--- config.mk ---
export PLATFORM = sky130hd
export DESIGN_NAME = spi_frame_arbiter
export DESIGN_NICKNAME = d
export VERILOG_FILES = /design/src/rtl/spi_pkg.sv /design/src/rtl/rr_arbiter.sv /design/src/rtl/spi_frame_arbiter.sv
export SDC_FILE = /design/constraint.sdc
export NUM_CORES = 1
export LEC_CHECK = 0
export CAP_MARGIN = 20
export CORE_MARGIN = 2
export CORE_UTILIZATION = 35
export CTS_CLUSTER_DIAMETER = 50
export DETAILED_ROUTE_END_ITERATION = 6
export PLACE_DENSITY_LB_ADDON = 0.08
export SLEW_MARGIN = 10
export SYNTH_ARGS = -nofsm -noshare
export SYNTH_HDL_FRONTEND = slang
export SYNTH_HIERARCHICAL = 1
export SYNTH_SLANG_ARGS = --single-unit
--- constraint.sdc ---
create_clock -name clk -period 3.7 [get_ports clk]
set_input_delay 0.925 -clock clk [delete_from_list [all_inputs] [get_ports clk]]
set_output_delay 0.925 -clock clk [all_outputs]
set_load 0.05 [all_outputs]
--- src/rtl/spi_pkg.sv ---
`default_nettype none
// ============================================================================
// Module      : spi_pkg
// Description : Shared FSM state encoding and default parameter values for
//               the SPI frame arbiter and its SPI control neighbours.
// Revision    : 1.0 - initial release
// ============================================================================
package spi_pkg;

  // Frame sequencing states, explicit 3-bit encoding
  typedef enum logic [2:0] {
    ST_IDLE    = 3'd0,
    ST_SELECT  = 3'd1,
    ST_LOAD    = 3'd2,
    ST_WAIT_HI = 3'd3,
    ST_WAIT_LO = 3'd4,
    ST_NEXT    = 3'd5,
    ST_GAP     = 3'd6
  } state_t;

  localparam int c_def_num_req = 3;
  localparam int c_def_clk_div = 6;
  localparam int c_def_ss_gap  = 4;
  localparam int c_len_w       = 4;
  localparam int c_byte_w      = 8;

endpackage
`default_nettype wire

--- src/rtl/rr_arbiter.sv ---
`default_nettype none
// ============================================================================
// Module      : rr_arbiter
// Description : Round-robin arbiter. Searches the request vector starting at
//               the bit after the last winner and returns a one-hot grant.
//               The pointer only moves when the caller accepts the grant.
// Revision    : 1.0 - initial release
// ============================================================================
module rr_arbiter #(
  parameter int NUM_REQ = spi_pkg::c_def_num_req
) (
  input  logic               clk,
  input  logic               rst_n,
  input  logic               clr,
  input  logic               en,
  input  logic [NUM_REQ-1:0] req,
  output logic [NUM_REQ-1:0] grant
);

  localparam int c_ptr_w = (NUM_REQ > 1) ? $clog2(NUM_REQ) : 1;

  logic [c_ptr_w-1:0] r_ptr;
  logic [c_ptr_w-1:0] w_win_idx;
  logic               w_found;

  // Cyclic priority search beginning at the pointer position
  always_comb begin
    int                 v_idx;
    logic [c_ptr_w-1:0] v_sel;
    grant     = '0;
    w_win_idx = '0;
    w_found   = 1'b0;
    v_idx     = 0;
    v_sel     = '0;
    for (int i = 0; i < NUM_REQ; i++) begin
      v_idx = int'(r_ptr) + i;
      if (v_idx >= NUM_REQ) begin
        v_idx = v_idx - NUM_REQ;
      end
      v_sel = c_ptr_w'(v_idx);
      if (!w_found && req[v_sel]) begin
        w_found      = 1'b1;
        grant[v_sel] = 1'b1;
        w_win_idx    = v_sel;
      end
    end
  end

  // Pointer moves to the bit after the accepted winner
  always_ff @(posedge clk or negedge rst_n) begin
    if (!rst_n) begin
      r_ptr <= '0;
    end else if (clr) begin
      r_ptr <= '0;
    end else if (en && w_found) begin
      r_ptr <= (w_win_idx == c_ptr_w'(NUM_REQ - 1)) ? '0 : w_win_idx + 1'b1;
    end
  end

endmodule
`default_nettype wire

--- src/rtl/spi_frame_arbiter.sv ---
`default_nettype none
// ============================================================================
// Module      : spi_frame_arbiter
// Description : Arbitrates multi-byte frames from several requesters onto a
//               single SPI master. Owns slave select for the whole frame,
//               feeds bytes one at a time and provides the 2x SCK tick.
// Revision    : 1.0 - initial release
// ============================================================================
module spi_frame_arbiter
  import spi_pkg::*;
#(
  parameter int NUM_REQ = spi_pkg::c_def_num_req,
  parameter int CLK_DIV = spi_pkg::c_def_clk_div,
  parameter int SS_GAP  = spi_pkg::c_def_ss_gap
) (
  input  logic                 clk,
  input  logic                 rst_n,
  input  logic [NUM_REQ-1:0]   req_i,
  input  logic [4*NUM_REQ-1:0] req_len_i,
  input  logic [8*NUM_REQ-1:0] req_data_i,
  output logic [NUM_REQ-1:0]   grant_o,
  output logic [NUM_REQ-1:0]   byte_rd_o,
  output logic [NUM_REQ-1:0]   done_o,
  output logic                 ena_2clk_o,
  output logic                 spi_start_o,
  output logic [7:0]           spi_tx_o,
  input  logic                 spi_busy_i,
  output logic                 spi_ss_n_o
);

  logic [1:0]         r_rst_sync;
  logic               w_run;
  logic [7:0]         r_div;
  logic               r_ena;
  state_t             r_state;
  logic [3:0]         r_cnt;
  logic [3:0]         r_gap;
  logic [NUM_REQ-1:0] r_grant;
  logic [NUM_REQ-1:0] r_byte_rd;
  logic [NUM_REQ-1:0] r_done;
  logic               r_start;
  logic [7:0]         r_tx;
  logic               r_ss_n;
  logic [NUM_REQ-1:0] w_arb_grant;
  logic               w_arb_en;
  logic [3:0]         w_win_len;
  logic [7:0]         w_own_data;

  // Release of reset is re-timed so nothing moves until two edges have passed
  always_ff @(posedge clk or negedge rst_n) begin
    if (!rst_n) begin
      r_rst_sync <= 2'b00;
    end else begin
      r_rst_sync <= {r_rst_sync[0], 1'b1};
    end
  end

  assign w_run = r_rst_sync[1];

  // Free-running divider producing the 2x SCK tick
  always_ff @(posedge clk or negedge rst_n) begin
    if (!rst_n) begin
      r_div <= '0;
      r_ena <= 1'b0;
    end else if (!w_run) begin
      r_div <= '0;
      r_ena <= 1'b0;
    end else if (r_div == 8'(CLK_DIV - 1)) begin
      r_div <= '0;
      r_ena <= 1'b1;
    end else begin
      r_div <= r_div + 8'd1;
      r_ena <= 1'b0;
    end
  end

  // Length of the prospective winner and current byte of the owner
  always_comb begin
    w_win_len  = '0;
    w_own_data = '0;
    for (int k = 0; k < NUM_REQ; k++) begin
      if (w_arb_grant[k]) begin
        w_win_len = w_win_len | req_len_i[4*k +: 4];
      end
      if (r_grant[k]) begin
        w_own_data = w_own_data | req_data_i[8*k +: 8];
      end
    end
  end

  assign w_arb_en = (r_state == ST_IDLE) && (|req_i);

  rr_arbiter #(
    .NUM_REQ (NUM_REQ)
  ) u_rr_arbiter (
    .clk   (clk),
    .rst_n (rst_n),
    .clr   (~w_run),
    .en    (w_arb_en),
    .req   (req_i),
    .grant (w_arb_grant)
  );

  // Frame sequencer: arbitration, slave select, byte hand-off and SS gap
  always_ff @(posedge clk or negedge rst_n) begin
    if (!rst_n) begin
      r_state   <= ST_IDLE;
      r_cnt     <= '0;
      r_gap     <= '0;
      r_grant   <= '0;
      r_byte_rd <= '0;
      r_done    <= '0;
      r_start   <= 1'b0;
      r_tx      <= '0;
      r_ss_n    <= 1'b1;
    end else if (!w_run) begin
      r_state   <= ST_IDLE;
      r_cnt     <= '0;
      r_gap     <= '0;
      r_grant   <= '0;
      r_byte_rd <= '0;
      r_done    <= '0;
      r_start   <= 1'b0;
      r_tx      <= '0;
      r_ss_n    <= 1'b1;
    end else begin
      r_start   <= 1'b0;
      r_byte_rd <= '0;
      r_done    <= '0;
      case (r_state)
        ST_IDLE: begin
          if (|req_i) begin
            r_grant <= w_arb_grant;
            r_cnt   <= w_win_len;
            r_state <= ST_SELECT;
          end
        end
        ST_SELECT: begin
          if (r_cnt == 4'd0) begin
            // Empty frame: acknowledge without ever asserting select
            r_done  <= r_grant;
            r_grant <= '0;
            r_state <= ST_IDLE;
          end else begin
            r_ss_n <= 1'b0;
            // Only a tick seen after select is already low counts as setup
            if (r_ena && !r_ss_n) begin
              r_state <= ST_LOAD;
            end
          end
        end
        ST_LOAD: begin
          r_tx      <= w_own_data;
          r_start   <= 1'b1;
          r_byte_rd <= r_grant;
          r_state   <= ST_WAIT_HI;
        end
        ST_WAIT_HI: begin
          if (spi_busy_i) begin
            r_state <= ST_WAIT_LO;
          end
        end
        ST_WAIT_LO: begin
          if (!spi_busy_i) begin
            r_state <= ST_NEXT;
          end
        end
        ST_NEXT: begin
          if (r_cnt == 4'd1) begin
            r_cnt   <= '0;
            r_done  <= r_grant;
            r_grant <= '0;
            r_ss_n  <= 1'b1;
            r_gap   <= '0;
            r_state <= ST_GAP;
          end else begin
            r_cnt   <= r_cnt - 4'd1;
            r_state <= ST_LOAD;
          end
        end
        ST_GAP: begin
          if (r_ena) begin
            if (r_gap == 4'(SS_GAP - 1)) begin
              r_state <= ST_IDLE;
            end else begin
              r_gap <= r_gap + 4'd1;
            end
          end
        end
        default: begin
          r_state <= ST_IDLE;
        end
      endcase
    end
  end

  assign grant_o     = r_grant;
  assign byte_rd_o   = r_byte_rd;
  assign done_o      = r_done;
  assign ena_2clk_o  = r_ena;
  assign spi_start_o = r_start;
  assign spi_tx_o    = r_tx;
  assign spi_ss_n_o  = r_ss_n;

endmodule
`default_nettype wire

==> flow_summary.ini <==
[run_status]
run_status = finished, final reports clean

[synth]
yosys.area.top_type_share = 0.397
syn_inst = 278
ys_warn_count = 6
asyncSetResetFlopFracSynth = 1.00
synth_seq_cells = 43
synth_edf_count = 0
synth.net_count = 329
synth_area_um2 = 2650
avgSynthCellArea_um2 = 9.53
netlist-cell-type-count = 64
seq_area_frac_synth = 0.407
synth_area_leader_cell = dfrtp_1
area_contributors_post_synth = dfrtp_1 (40%), a222oi_1 (4.5%), ha_1 (4.3%), nand2_1 (3.5%), o21ai_0 (3.2%)
synthFlopType = dfrtp_1

[clock_tree]
numClockSinks = 43
cts_inserted_buffers = 5
ctsResizeCount = 0
clk_latency_ns = 0.30
cts_max_path_buffers = 2
post_cts.repair.setup_buffers = 0
ctsRootBufferMaster = clkbuf_8
h-tree-depth = 2
tritoncts = yes
cts.clk_slew.worst_paths_ns = 0.08
cts_hold_buffers = 0

[placed_design]
final_gp_congestion = 0.795
dp_hpwl_um = 4960
portBuffers = 61
pre_cts_ws_ns = 0.308
detailed_place.area_um2 = 3310
place.detailed.instances = 424

[die]
top_level_ports = 62
initial_utilization = 0.363
placeableCoreArea_um2 = 7290
die-area_um2 = 8280
chipHeight_um = 91.0
rows = 31
die_width_um = 91.0

[global_routing]
initial_antenna_violation_count = 0
grt_start_max_net_pins = 44
grt_overflow_total = 0
first_global_vias = 2253
grt_use_total = 0.174
first_pass_grt_wire_length_um = 11600

[critical_path]
worstSetupPathType = input port to register
largest_fanout_of_any_net_on_the_critical_path = 7
worst_setup_path_end_kind = register
critical-path-max-stage-delay_ns = 0.60
cp.required_ns = 3.92
reg2reg_slack_ns = 0.84
worstPathCellList = clkdlybuf4s50_1, mux2i_1, o21ai_1, a22oi_1, o21ai_0, a222oi_1, mux2_2, o22ai_1
worstPathBufferInverterCount = 1
timing.critical_path.max_delay_family = compound AO/OA/AOI/OAI gates
worstSetupStartpointType = input port
cp_arrival_ns = 3.38
cpMaxStageDelayCell = clkdlybuf4s50_1

[cells_and_area]
final_area_um2 = 3410
final_cell_count_no_fill = 433
nets = 384
final_core_utilization = 0.468
drive_gt1_frac = 0.0898
antenna_cells_inserted = 0
synthToLayoutAreaGrowth_pct = 28.8

[timing]
timing.final.ws_setup_ns = 0.548
max_slew.worst_pin.slew_ns = 0.728
hold_violations = 0
timing.max_slew.rel_slack = 0.515
whs_ns = 0.352
timing.final.setup_violations = 0
period_share = 0.852
rsz0062_at_grt = false
finalClockSkew_ns = 0.00590
final_min_period_ns = 3.15
report.final.slew_viol_count = 0
finalSetupTns_ns = 0
fmax_ghz = 0.317

[power_and_ir_drop]
p_leak_nw = 1.40
post-layout-total-power_mw = 1.69
p_per_area_nw_per_um2 = 495
vdd_drop_max_mv = 0.305

[detailed_routing]
postRouteWirelength_um = 6860
drt-wirelength-per-cell_um = 15.9
ant_nets = 0
firstDrtPassIters = 4
route.detailed.vias_per_inst = 5.35
post-route-drc-count = 0
dr_iter_0_viols = 182
detailroute.via_count = 2317

[hold_path]
hp-class = register to register

[job]
max_cap_check_violation_count = 0
## cell families after synthesis
kind of cell,Yosys count,share of synthesized area
muxes,12,0.0520
AOI/OAI and AO/OA,71,0.207
adders and majority gates,9,0.0425
buffers and inverters,31,0.0529
DFF,43,0.407
xor gates and xnor gates,6,0.0198
and+or+nand+nor,105,0.218
other,1,0.00142
## Yosys cell counts (3+ instances only)
cell type  number
a21oi_1        10
o21ai_0        17
inv_1          16
nor2b_1         7
a222oi_1       12
mux2i_1         7
buf_2           7
clkbuf_1        4
nor4b_1         3
nor2_1         20
and3_1          4
nor3_1          7
nand2_1        25
a31oi_1         4
nand2b_1        4
nand3_1        12
mux2_2          4
ha_1            9
xor2_1          5
nor3b_1         3
nor4_1          3
dfrtp_1        42
## worst reg2reg max path, stage by stage, from the launching register on
cell and delay, ns:
dfrtp_1 0.42, inv_1 0.09, ha_1 0.39, mux2i_1 0.16, mux2_2 0.31, nor2_1 0.12, a22oi_1 0.08, o21ai_0 0.56
a222oi_1 0.23, mux2_2 0.30, o22ai_1 0.14
## sequential cells by signal, indices dropped and copies added (netlist names)
name / cells
r_rst_sync: 2
r_cnt: 4
u_rr_arbiter/r_ptr: 2
spi_tx_o: 8
grant_o: 3
done_o: 3
r_gap: 4
spi_start_o: 1
spi_ss_n_o: 1
r_state: 3
byte_rd_o: 3
ena_2clk_o: 1
r_div: 8
## per-layer routing
metal | global-route usage | wire [um] | vias to the layer above | share of wire
li1 | - | - | 1136 | -
met1 | 0.222 | 3110 | 1121 | 0.45
met2 | 0.295 | 3380 | 54 | 0.49
met3 | 0.0340 | 270 | 6 | 0.039
met4 | 0.0568 | 103 | 0 | 0.015
met5 | 0 | 0 | - | 0
## report_power, final
part / switching, mW / internal, mW
sequential: 0.0916 / 0.518
combinational: 0.431 / 0.347
clock: 0.169 / 0.132
## path summary, 6_finish.rpt
check	from	end	cells after the start
setup / recovery	req_i[2]	r_cnt[1]	8
max in group asynchronous	rst_n	grant_o[1]	2
hold reg to reg	r_rst_sync[0]	r_rst_sync[1]	0
min in group asynchronous	rst_n	r_div[5]	1
setup reg to reg	u_rr_arbiter/r_ptr[0]	r_cnt[1]	10
hold / removal	r_rst_sync[0]	r_rst_sync[1]	0
## layout by cell type (no fill, tap or decap), drive strengths merged, types with 2 or more instances in the layout
master and n:
mux2i 8, xor2 5, or4b 2, and3 5, nor3 7, nor2b 7
o211ai 2, o21ai 20, nor4 3, or3 2, a222oi 12, nor4b 3
o311ai 2, ha 9, a31oi 4, buf 3, a21oi 10, clkbuf 6
nand3 12, nand2b 4, nand3b 2, a21o 2, clkdlybuf4s50 60, and2 2
mux2 4, nor3b 4, dfrtp 42, nand2 25, or3b 2, inv 16
nor2 20, o2bb2ai 2
## layout make-up
type                    instances  area [um^2]
flip-flops and latches         43         1080
inverters                      16         60.1
repair buffers                 63          633
clock buffers                   6         72.6
multi-input cells             204         1430
well taps                      99          124
clock inverters                 2         12.5
fillers                       728         3880
No activity file was read; power rests on OpenSTA's default activity.
==> RTL change: new RTL, same settings <==
Set the package constant `c_def_num_req` to 5 (it was 3).
--- a/src/rtl/spi_pkg.sv
+++ b/src/rtl/spi_pkg.sv
@@ -18,7 +18,7 @@
     ST_GAP     = 3'd6
   } state_t;
 
-  localparam int c_def_num_req = 3;
+  localparam int c_def_num_req = 5;
   localparam int c_def_clk_div = 6;
   localparam int c_def_ss_gap  = 4;
   localparam int c_len_w       = 4;
Interface: changed (6 resized); port bits go from 62 to 94. The function was not compared with the original's and may differ.
==> RTL change against the unedited design <==
Total power rose to 2.9 times the old value; setup slack got worse by 0.46 ns; final area up 79%; critical path depth grew 5; non-clock buffer count increased by 112; first-iteration DRC count grew 76%; critical endpoint is now u_rr_arbiter/r_ptr[2]$_DFFE_PN0P_; routed wire length grew 100%; count of clock-buffer cells in the layout is 1 lower; final cell count up 78%; critical path type is now flip-flop to flip-flop; sequential cell count grew 7; synthesized cell count grew 68%; synthesized area rose by 52%.
==> RTL change: results <==
set metrics [dict create \
    seq_area_frac 0.205 \
    cts-root-buf "clkbuf_16" \
    multi_input_area_um2 2880 \
    slowest_delay_ns 0.58 \
    arrival_ns 3.80 \
    wl_per_cell_um 18.2 \
    grt_pass1_vias 4342 \
    regArea_um2 1260 \
    met2_length_um 6670 \
    gr-usage-all-layers 0.218 \
    synth_area_leaders "dfrtp_1, ha_1, nor2_1, nand2_1, a222oi_1" \
    peakVddDrop_uv 417 \
    nFillCells 1059 \
    final-clk-cell-share 0.0252 \
    ys_types 72 \
    crit_slowest_cell "or4_4" \
    swShare 0.473 \
    met2_usage 0.366 \
    grt_max_degree 34 \
    dr.pass1.iters 6 \
    nNonClkBuffers 175 \
    relSlewSlack 0.392 \
    wl_met3_um 1010 \
    clkPwrFrac 0.099 \
    layout.nonclk_buf_frac 0.254 \
    grt_pass1_wl_um 22100 \
    drt-met1-wl_um 6140 \
    cts.sinks 50 \
    finalPower_mw 4.92 \
    status "completed" \
    first_iter_violations 321 \
    place_area_um2 5590 \
    finalNetCount 712 \
    comb.multi_input.count 371 \
    fin_skew_ns 0.00563 \
    met1_usage 0.293 \
    core_area_um2 11300 \
    grtUsageMet3 0.0490 \
    inverters 24 \
]
[RTL change: timing repair]
item | in CTS | in global routing
setup endpoints to repair | 6 | 9
pin swaps | 1 | 36
resized for setup | 16 | 57
setup buffers | 0 | 9
[RTL change: final timing paths]
check,startpoint,slack (ns),depth (start not counted),end
setup / recovery,u_rr_arbiter/r_ptr[0]$_DFFE_PN0P_,0.09,13,u_rr_arbiter/r_ptr[2]$_DFFE_PN0P_
hold / removal,r_rst_sync[0]$_DFF_PN0_,0.35,0,r_rst_sync[1]$_DFF_PN0_
setup reg to reg,u_rr_arbiter/r_ptr[0]$_DFFE_PN0P_,0.09,13,u_rr_arbiter/r_ptr[2]$_DFFE_PN0P_
hold reg to reg,r_rst_sync[0]$_DFF_PN0_,0.35,0,r_rst_sync[1]$_DFF_PN0_
max in group asynchronous,rst_n,2.34,2,spi_ss_n_o$_DFFE_PN1P_
min in group asynchronous,rst_n,0.68,1,r_cnt[0]$_DFFE_PN0P_
[RTL change: cells by family (layout without fill, tap and decap cells)]
| group | after synthesis | in the layout | share of synthesized area |
|---|---|---|---|
| and+or+nand+nor | 183 | 183 | 0.244 |
| DFF | 50 | 50 | 0.311 |
| xor gates and xnor gates | 11 | 11 | 0.0239 |
| AOI/OAI and AO/OA | 144 | 144 | 0.278 |
| other | 1 | 1 | 0.000930 |
| muxes | 15 | 15 | 0.0397 |
| buffers and inverters | 45 | 207 | 0.0475 |
| adders and majority gates | 17 | 17 | 0.0546 |
[RTL change: through the flow]
stage	setup WS [ns]	instances
2_1_floorplan	0.0134	466
3_3_place_gp	-0.321	754
3_5_place_dp	-0.354	754
4_1_cts	0.0100	762
5_1_grt	-0.0277	771
6_report	0.0890	771
